[src/rtl/breadboard_sweeper.sv]
// breadboard_sweeper
//   Clocked stimulus-and-capture stage for the 4-input / 10-output breadboard
//   block. A start request walks {w,x,y,z} through rows 0..15 (w = MSB). For
//   each row it waits SETTLE_CYCLES clocks, captures f, and offers the captured
//   row downstream on a valid/ready handshake.
//
//   Optional build macro: BREADBOARD_SWEEPER_CHECKSUM_EN
//     defined   -> checksum is a 16-bit wrapping sum of every accepted row_data,
//                  cleared on rst and on start
//     undefined -> checksum is tied to 0 and no accumulator is built
//
// Ports
//   clk        in   rising-edge clock
//   rst        in   synchronous active-high reset
//   start      in   begin a sweep (only looked at in IDLE)
//   f          in   breadboard outputs, bit 0 = f0
//   w,x,y,z    out  breadboard inputs, row index bits 3..0
//   row_valid  out  captured row presented
//   row_ready  in   downstream accepts the row
//   row_idx    out  row number of row_data
//   row_data   out  captured f
//   busy       out  sweep in progress
//   done       out  one-cycle pulse after the last row is accepted
//   checksum   out  running sum of accepted rows (see macro above)
//
// state   | meaning
// --------+-------------------------------------------------
// IDLE    | waiting for start, wxyz holds its last value
// DRIVE   | wxyz applied, settle counter running
// PRESENT | captured row offered, waiting for row_ready
// FINISH  | single cycle, done pulse, back to IDLE

module breadboard_sweeper #(
  parameter int unsigned SETTLE_CYCLES = 4,
  parameter int unsigned OUT_W         = 10
) (
  input  logic             clk,
  input  logic             rst,
  input  logic             start,
  input  logic [OUT_W-1:0] f,
  output logic             w,
  output logic             x,
  output logic             y,
  output logic             z,
  output logic             row_valid,
  input  logic             row_ready,
  output logic [3:0]       row_idx,
  output logic [OUT_W-1:0] row_data,
  output logic             busy,
  output logic             done,
  output logic [15:0]      checksum
);

  typedef enum logic [1:0] {
    S_IDLE,
    S_DRIVE,
    S_PRESENT,
    S_FINISH
  } state_t;

  localparam logic [7:0] CNT_LOAD = 8'(SETTLE_CYCLES - 1);

  state_t           state_q, state_d;
  logic [3:0]       idx_q, idx_d;
  logic [7:0]       cnt_q, cnt_d;
  logic             row_valid_q, row_valid_d;
  logic [3:0]       row_idx_q, row_idx_d;
  logic [OUT_W-1:0] row_data_q, row_data_d;

  logic handshake;
  logic start_accept;

  assign handshake    = row_valid_q & row_ready;
  assign start_accept = (state_q == S_IDLE) & start;

  always_ff @(posedge clk) begin
    if (rst) begin
      state_q     <= S_IDLE;
      idx_q       <= '0;
      cnt_q       <= '0;
      row_valid_q <= 1'b0;
      row_idx_q   <= '0;
      row_data_q  <= '0;
    end else begin
      state_q     <= state_d;
      idx_q       <= idx_d;
      cnt_q       <= cnt_d;
      row_valid_q <= row_valid_d;
      row_idx_q   <= row_idx_d;
      row_data_q  <= row_data_d;
    end
  end

  always_comb begin
    state_d     = state_q;
    idx_d       = idx_q;
    cnt_d       = cnt_q;
    row_valid_d = row_valid_q;
    row_idx_d   = row_idx_q;
    row_data_d  = row_data_q;

    case (state_q)
      S_IDLE: begin
        if (start) begin
          idx_d   = '0;
          cnt_d   = CNT_LOAD;
          state_d = S_DRIVE;
        end
      end
      S_DRIVE: begin
        // f is captured on the edge where the counter is already zero, i.e.
        // the SETTLE_CYCLES-th edge after wxyz changed.
        if (cnt_q == 8'd0) begin
          row_data_d  = f;
          row_idx_d   = idx_q;
          row_valid_d = 1'b1;
          state_d     = S_PRESENT;
        end else begin
          cnt_d = cnt_q - 8'd1;
        end
      end
      S_PRESENT: begin
        if (handshake) begin
          row_valid_d = 1'b0;
          if (idx_q == 4'd15) begin
            state_d = S_FINISH;
          end else begin
            idx_d   = idx_q + 4'd1;
            cnt_d   = CNT_LOAD;
            state_d = S_DRIVE;
          end
        end
      end
      S_FINISH: begin
        state_d = S_IDLE;
      end
      default: begin
        state_d = S_IDLE;
      end
    endcase
  end

  // wxyz is the live row index register, so it only moves on start or handshake.
  assign {w, x, y, z} = idx_q;
  assign row_valid    = row_valid_q;
  assign row_idx      = row_idx_q;
  assign row_data     = row_data_q;
  assign busy         = (state_q == S_DRIVE) || (state_q == S_PRESENT);
  assign done         = (state_q == S_FINISH);

`ifdef BREADBOARD_SWEEPER_CHECKSUM_EN
  logic [15:0] checksum_q, checksum_d;

  always_comb begin
    checksum_d = checksum_q;
    if (start_accept) begin
      checksum_d = '0;
    end else if (handshake) begin
      checksum_d = checksum_q + 16'(row_data_q);
    end
  end

  always_ff @(posedge clk) begin
    if (rst) begin
      checksum_q <= '0;
    end else begin
      checksum_q <= checksum_d;
    end
  end

  assign checksum = checksum_q;
`else
  logic unused_start_accept;
  assign unused_start_accept = start_accept;
  assign checksum            = 16'h0000;
`endif

endmodule
[config.mk]
export PLATFORM = sky130hd
export DESIGN_NAME = breadboard_sweeper
export DESIGN_NICKNAME = d
export VERILOG_FILES = /design/src/rtl/breadboard_sweeper.sv
export SDC_FILE = /design/constraint.sdc
export NUM_CORES = 1
export LEC_CHECK = 0
export ABC_AREA = 0
export CAP_MARGIN = 20
export CORE_AREA = 2 2 75 77
export CTS_CLUSTER_SIZE = 28
export DETAILED_ROUTE_END_ITERATION = 16
export DIE_AREA = 0 0 77 79
export GPL_ROUTABILITY_DRIVEN = 0
export GPL_TIMING_DRIVEN = 0
export PLACE_DENSITY = 0.58
export SKIP_CTS_REPAIR_TIMING = 1
export SYNTH_ARGS = -nofsm -noshare
export SYNTH_HDL_FRONTEND = slang
export SYNTH_SLANG_ARGS = --single-unit
[constraint.sdc]
create_clock -name clk -period 2.4 [get_ports clk]
set_clock_uncertainty 0.1 [all_clocks]
set_input_delay 0.48 -clock clk [delete_from_list [all_inputs] [get_ports clk]]
set_output_delay 0.48 -clock clk [all_outputs]
set_load 0.005 [all_outputs]
==> results.md, run 1 <==
- Die Wd: 77 um
- Crit. End Element: flop
- Worst-path clk slew: about 0.07 ns
- Sw power: 0.000808 W
- H-tree depth: 2
- Final Setup Violations: 0
- Slew Limit Fails: 0
- Diode count: 0
- Largest net degree at the start of global routing: 12
- Setup crit start kind: flop
- Multiplexer share of the synthesized area: 0%
- Critical Path AT: 2.42 ns
- Async set or reset register ratio after synthesis: 0%
- First-pass DRT Iterations: 4
- Synth top area cells: dfxtp_1, buf_4, nand2_1
- Register area share after synthesis: a little under two fifths
- Status: complete, no violations
- Initial core utilization: between 20% and 30%
- DR WL/cell: 11.4 um
- Hold Violations, Final: 0
- Leak pwr: 0.836 nW
- Clk Latency, worst-skew pair: slightly below 0.3 ns
- Top cell type by total area after synthesis: dfxtp_1
- VDD IR-drop max: about 0.44 mV
- HPWL after DPL: roughly 2.6 mm
- Net count, final: between 200 and 300
- Cell count after synthesis: approximately 190
- Power Density: around 960 nW/um2
- Post-Synth Simple-Gate Area: approximately a quarter
- Syn Area/Cell: about 8.1 um2
- Post-route ant nets: 0
- P&R area growth vs syn: 42.3%
- Synth Register Bits: 29
- CTS root buffer: clkbuf_8
- Crit Path Category: flop to flop
- Share of layout cells above drive strength 1: ~17%
- Period Utilization, post-route: 96.1%
- Row count: 27
- Vias in the first global route: roughly 1300
- Core ar.: 5340 um2
- Global-route wire length before repair: between 5 and 6 mm
- Switch share: about two fifths
- Yosys warnings: 0
- Count of cell types in the netlist: 35
- Initial antenna violation count: 0
- Inst Count DP: between 300 and 400
- Num CTS Buffers: 5
- Dpl cell area: 2000 um2
- Hold slack: 0.349 ns
- CTS sink count: 29
- Fin crit period: between 2 and 2.5 ns
- Via count: between 1000 and 1500
- Type of the tightest min-delay check: flop to flop
- Worst slew pin tran: 0.524 ns
- Top Ports: around 50
- Vias/cell: around 4.5
- Post-route insts no fill: 320
- Residual DRC: 0
- Die ar.: between 6000 and 7000 um2
- Port bufs: 34
- Xor and xnor fraction of the mapped netlist area: 0%
- Count leader, synth: nand2_1
- Die Ht: a little under 80 um
- Area share of fa/ha/maj cells after synthesis: between 5 and 6%
- Mapped cell area: 1510 um2
- Combinational power share: approximately 48%
- CP Max Fanout: 10
- Number of synthesized flops with an enable pin: 0
- Total congestion overflow: 0
- Reg power frac: between 30% and 40%
- Top cells by count, synth: nand2_1, dfxtp_1, a21oi_1
- Total GRT Usage: 12.3%
- Max Cap Viol: 0
- Clk network pwr share: 20.1%
- Slew Limit Headroom: approximately two thirds
- Routed Wire Length: ~3.6 mm
- CTS tree: yes
- # fillers: 586
- Compound-Gate Fraction of Synth Area: 18.0%
- RSZ-0062 raised after global routing: false
- Main combinational cell family by area after synthesis: simple AND/OR/NAND/NOR gates
- P_int: 0.00126 W
- CP Data Required Time: 2.52 ns
- Fmax: approximately 0.43 GHz
- Final non-filler cell area: 2150 um2
- CTS Buffer Depth: 2
- Top cell type's share of synthesized area: approximately two fifths
- Top FF cell, synth: dfxtp_1
- Initial DRC count: between 80 and 90
[worst max-delay path, stage by stage (launching register included)]
cell	delay (ns)
dfxtp_2	0.36
inv_1	0.07
ha_2	0.19
buf_4	0.16
nand4_1	0.17
or4b_4	0.54
or4_1	0.48
a31oi_1	0.16
[final cells by class]
| type | instances | area, um2 | share of cell area (%) |
|---|---|---|---|
| Clock buffer | 5 | 68.8 | 3.20 |
| Inverter | 7 | 26.3 | 1.22 |
| Multi-Input combinational cell | 141 | 808 | 37.6 |
| Clock inverter | 3 | 22.5 | 1.05 |
| Buffer | 23 | 169 | 7.85 |
| Sequential cell | 29 | 582 | 27.0 |
| Timing Repair Buffer | 40 | 385 | 17.9 |
| Tap cell | 72 | 90.1 | 4.19 |
[power by group through the flow]
stage / registers, W / clock network, W / logic, W
after floorplan: 0.000656 / 0 / 0.000633
after global placement: 0.000666 / 0 / 0.000925
after detailed placement: 0.000667 / 0 / 0.000930
after CTS: 0.000657 / 0.000427 / 0.000934
after global routing: 0.000675 / 0.000445 / 0.00112
final: 0.000659 / 0.000415 / 0.000990
[metrics by stage]
step | utilization [%] | total power [W] | TNS [ns] | setup WS (ns)
floorplan | - | 0.00129 | 0 | 0.104
global placement | 37.5 | 0.00159 | -1.44 | -0.331
detailed placement | 37.5 | 0.00160 | -1.45 | -0.303
CTS | 39.2 | 0.00202 | -0.635 | -0.208
global route | 40.3 | 0.00224 | 0 | 0.00526
finish | 40.3 | 0.00206 | 0 | 0.0944
[logic make-up (layout without fill, tap and decap cells)]
family                     after synthesis  in the layout
AOI/OAI and AO/OA                       45             45
adders and majority gates                7              7
buffers and inverters                   32             78
DFF                                     29             29
other                                    1             16
and+or+nand+nor                         73             73
[routing by layer]
layer  up-vias  part of all wire, %  global-route usage (%)
met5         -                    0                       0
met3         7                  6.5                    3.41
li1        748                    -                       -
met1       639                   46                    15.9
met4         0                  1.9                    6.25
met2        42                   46                    18.8
[flip-flops by register name, indices dropped and copies added, names as in the netlist]
signal     flops
row_data      10
cnt_q          8
idx_q          4
row_idx        4
state_q        2
row_valid      1
[path summary, 6_finish.rpt]
kind	depth (start not counted)	end	slack, ns	startpoint
worst max-delay path	7	cnt_q[6]	0.09	state_q[0]
worst min register to register	2	row_idx[3]	0.35	row_idx[3]
worst max register to register	7	cnt_q[6]	0.09	state_q[0]
worst min-delay path	2	row_idx[3]	0.35	row_idx[3]
[placed cells by master, fill, tap and decap left out, types with 4 or more instances in the layout]
| cell | instances |
|---|---|
| o21ai_0 | 5 |
| nand3_1 | 9 |
| nand2_1 | 35 |
| dfxtp_1 | 28 |
| inv_1 | 7 |
| a21oi_1 | 23 |
| clkdlybuf4s50_1 | 34 |
| nor2_1 | 8 |
| conb_1 | 16 |
| buf_4 | 23 |
| a31oi_1 | 4 |
| clkbuf_8 | 6 |
| ha_1 | 6 |
Power figures use the tool's default switching activity.
==> run 2: changes to the inputs <==
--- a/config.mk
+++ b/config.mk
@@ -6,11 +6,10 @@
 export NUM_CORES = 1
 export LEC_CHECK = 0
 export ABC_AREA = 0
-export CAP_MARGIN = 20
-export CORE_AREA = 2 2 75 77
+export CORE_AREA = 4 4 77 79
 export CTS_CLUSTER_SIZE = 28
 export DETAILED_ROUTE_END_ITERATION = 16
-export DIE_AREA = 0 0 77 79
+export DIE_AREA = 0 0 81 83
 export GPL_ROUTABILITY_DRIVEN = 0
 export GPL_TIMING_DRIVEN = 0
 export PLACE_DENSITY = 0.58
==> run 2 against run 1 <==
Against the previous run: die area increased by 11%; non-clock buffer count decreased by 1; register-to-register slack worse by 0.03 ns; final area rose by 1.4%; combinational power is 0.8% lower; worst hold slack improved by 0.0012 ns; global-route usage decreased by 1.0 points; sequential share of layout area decreased by 0.37 points; critical path depth down 1; critical path type is now input port to flop; largest cell class unchanged; largest power group unchanged.
==> results.md, run 2 (same netlist as run 1, synthesis figures left out) <==
- Final non-filler cell area: 2180 um2 (+1.4%)
- Critical Path Slowest Stage Cell: or4b_4
- CP Data Required Time: 2.51 ns (about the same)
- Max reg flops: 10 (unchanged)
- Slew Limit Fails: 0 (unchanged)
- Vias in the first global route: 1329 (+3.8%)
- DR WL/cell: 11.7 um (+3.1%)
- Slew Limit Headroom: 57.6% (-7.5 points)
- # fillers: 571 (-2.6%)
- Final Setup Violations: 0 (unchanged)
- Clk network pwr share: 27.0% (+6.9 points)
- Die Wd: 81 um (+5.2%)
- VDD IR-drop max: 0.319 mV (-27%)
- CP Max Fanout: 7 (-3)
- Setup crit start kind: input port
- Inst Count DP: 308 (unchanged)
- Period Utilization, post-route: 98.2% (+2.2 points)
- Initial antenna violation count: 0 (unchanged)
- Dominant delay contributor by cell family on the critical path: simple AND/OR/NAND/NOR gates
- H-tree depth: 2 (unchanged)
- Power Density: 1030 nW/um2 (+7.5%)
- Fmax: 0.424 GHz (-2.2%)
- CTS Buffer Depth: 2 (unchanged)
- Reg power frac: 29.4% (-2.6 points)
- Critical Path AT: 2.47 ns (+0.05 ns)
- Num CTS Buffers: 5 (unchanged)
- CP cell instances: clkdlybuf4s50_1, a21boi_0, or4b_4, buf_6, or4_1, a31oi_1
- Post-route insts no fill: 319 (-0.31%)
- Status: complete, no violations
- Leak pwr: 0.851 nW (+1.8%)
- Crit Path Category: input port to flop
- Type of the tightest min-delay check: flop to flop
- Fin crit period: 2.36 ns (+0.0516 ns)
- P_int: 0.00146 W (+16%)
- Vias/cell: 4.54 (+1.1%)
- Crit. End Element: flop
- CTS tree: yes
- Buf/Inv on CP: 2 (unchanged)
- Share of layout cells above drive strength 1: 17.4% (+0.070 points)
- Routed Wire Length: 3.75 mm (+2.7%)
- Dpl cell area: 2000 um2 (unchanged)
- Hold path cells: 2 (unchanged)
- CTS root buffer: clkbuf_8
- Total GRT Usage: 11.2% (-1.0 points)
- Residual DRC: 0 (unchanged)
- Initial DRC count: 62 (-26%)
- Clk Latency, worst-skew pair: 0.28 ns (about the same)
- Core ar.: 5340 um2 (unchanged)
- Initial core utilization: 28.3% (unchanged)
- Combinational power share: 43.6% (-4.4 points)
- Levels on crit path: 6 (-1)
- CTS sink count: 29 (unchanged)
- First-pass DRT Iterations: 4 (unchanged)
- Switch share: 35.2% (-4.0 points)
- Most frequent cells in the layout: nand2_1, clkdlybuf4s50_1, dfxtp_1
- Worst slew pin tran: 0.631 ns (+0.106 ns)
- P&R area growth vs syn: 44.3%
- HPWL after DPL: 2.67 mm (+2.4%)
- Diode count: 0 (unchanged)
- Port bufs: 34 (unchanged)
- Row count: 27 (unchanged)
- Via count: 1447 (+0.77%)
- Hold Violations, Final: 0 (unchanged)
- Critical Path Max Stage Delay: 0.54 ns (about the same)
- Global-route wire length before repair: 6.01 mm (+1.2%)
- Die ar.: 6720 um2 (+11%)
- Max Cap Viol: 0 (unchanged)
- Reg2Reg Depth: 8 (+1)
- Sw power: 0.000792 W (-2.0%)
- Total congestion overflow: 0 (unchanged)
- Top Ports: 51 (unchanged)
- Worst-path clk slew: 0.07 ns (about the same)
- Net count, final: 267 (-0.37%)
- Largest net degree at the start of global routing: 11 (-1)
- Post-route ant nets: 0 (unchanged)
- Most common cell after layout, fill and taps aside: nand2_1
- Die Ht: 83 um (+5.1%)
run 2: through the flow:
step	hold WS [ns]	utilization (%)	setup WS [ns]	total power, W	TNS [ns]
detailed placement	0.347	37.5	-0.297	0.00159	-1.31
global route	0.373	40.9	-0.0716	0.00242	-0.233
global placement	0.340	37.5	-0.288	0.00159	-1.23
finish	0.350	40.9	0.0428	0.00225	0
CTS	0.354	40.0	-0.205	0.00220	-0.566
floorplan	0.348	-	0.104	0.00129	0
run 2: area by class of cell:
class | instances | area (um2) | share of cell area [%]
repair buffers | 38 | 370 | 17.0
flip-flops and latches | 29 | 582 | 26.7
inverters | 7 | 26.3 | 1.20
clock buffers | 5 | 68.8 | 3.15
clock inverters | 3 | 65.1 | 2.98
multi-input cells | 141 | 796 | 36.5
plain buffers | 24 | 184 | 8.43
well taps | 72 | 90.1 | 4.13
run 2: path summary, 6_finish.rpt:
check         startpoint           to  slack (ns)
max reg2reg   state_q[0]     cnt_q[7]        0.06
min          row_data[5]  row_data[5]        0.35
max            row_ready     cnt_q[7]        0.04
min reg2reg  row_data[5]  row_data[5]        0.35
run 2: worst register-to-register path: stages (launching register included):
cell	delay, ns
dfxtp_2	0.36
inv_2	0.05
ha_2	0.19
buf_6	0.14
nand4_1	0.19
or4b_4	0.49
buf_6	0.15
or4_1	0.46
a31oi_1	0.14
run 2: power groups by stage:
| stage | sequential [W] | clock, W | combinational [W] |
|---|---|---|---|
| final | 0.000660 | 0.000608 | 0.000982 |
| after global routing | 0.000673 | 0.000637 | 0.00111 |
| after CTS | 0.000658 | 0.000618 | 0.000929 |
| after detailed placement | 0.000668 | 0 | 0.000924 |
| after global placement | 0.000665 | 0 | 0.000924 |
| after floorplan | 0.000656 | 0 | 0.000633 |
run 2: routing by layer:
metal	part of all wire (%)	global-route usage [%]
met1	45	14.2
met2	47	17.8
met3	7.2	3.90
met4	1.2	3.23
met5	0	0
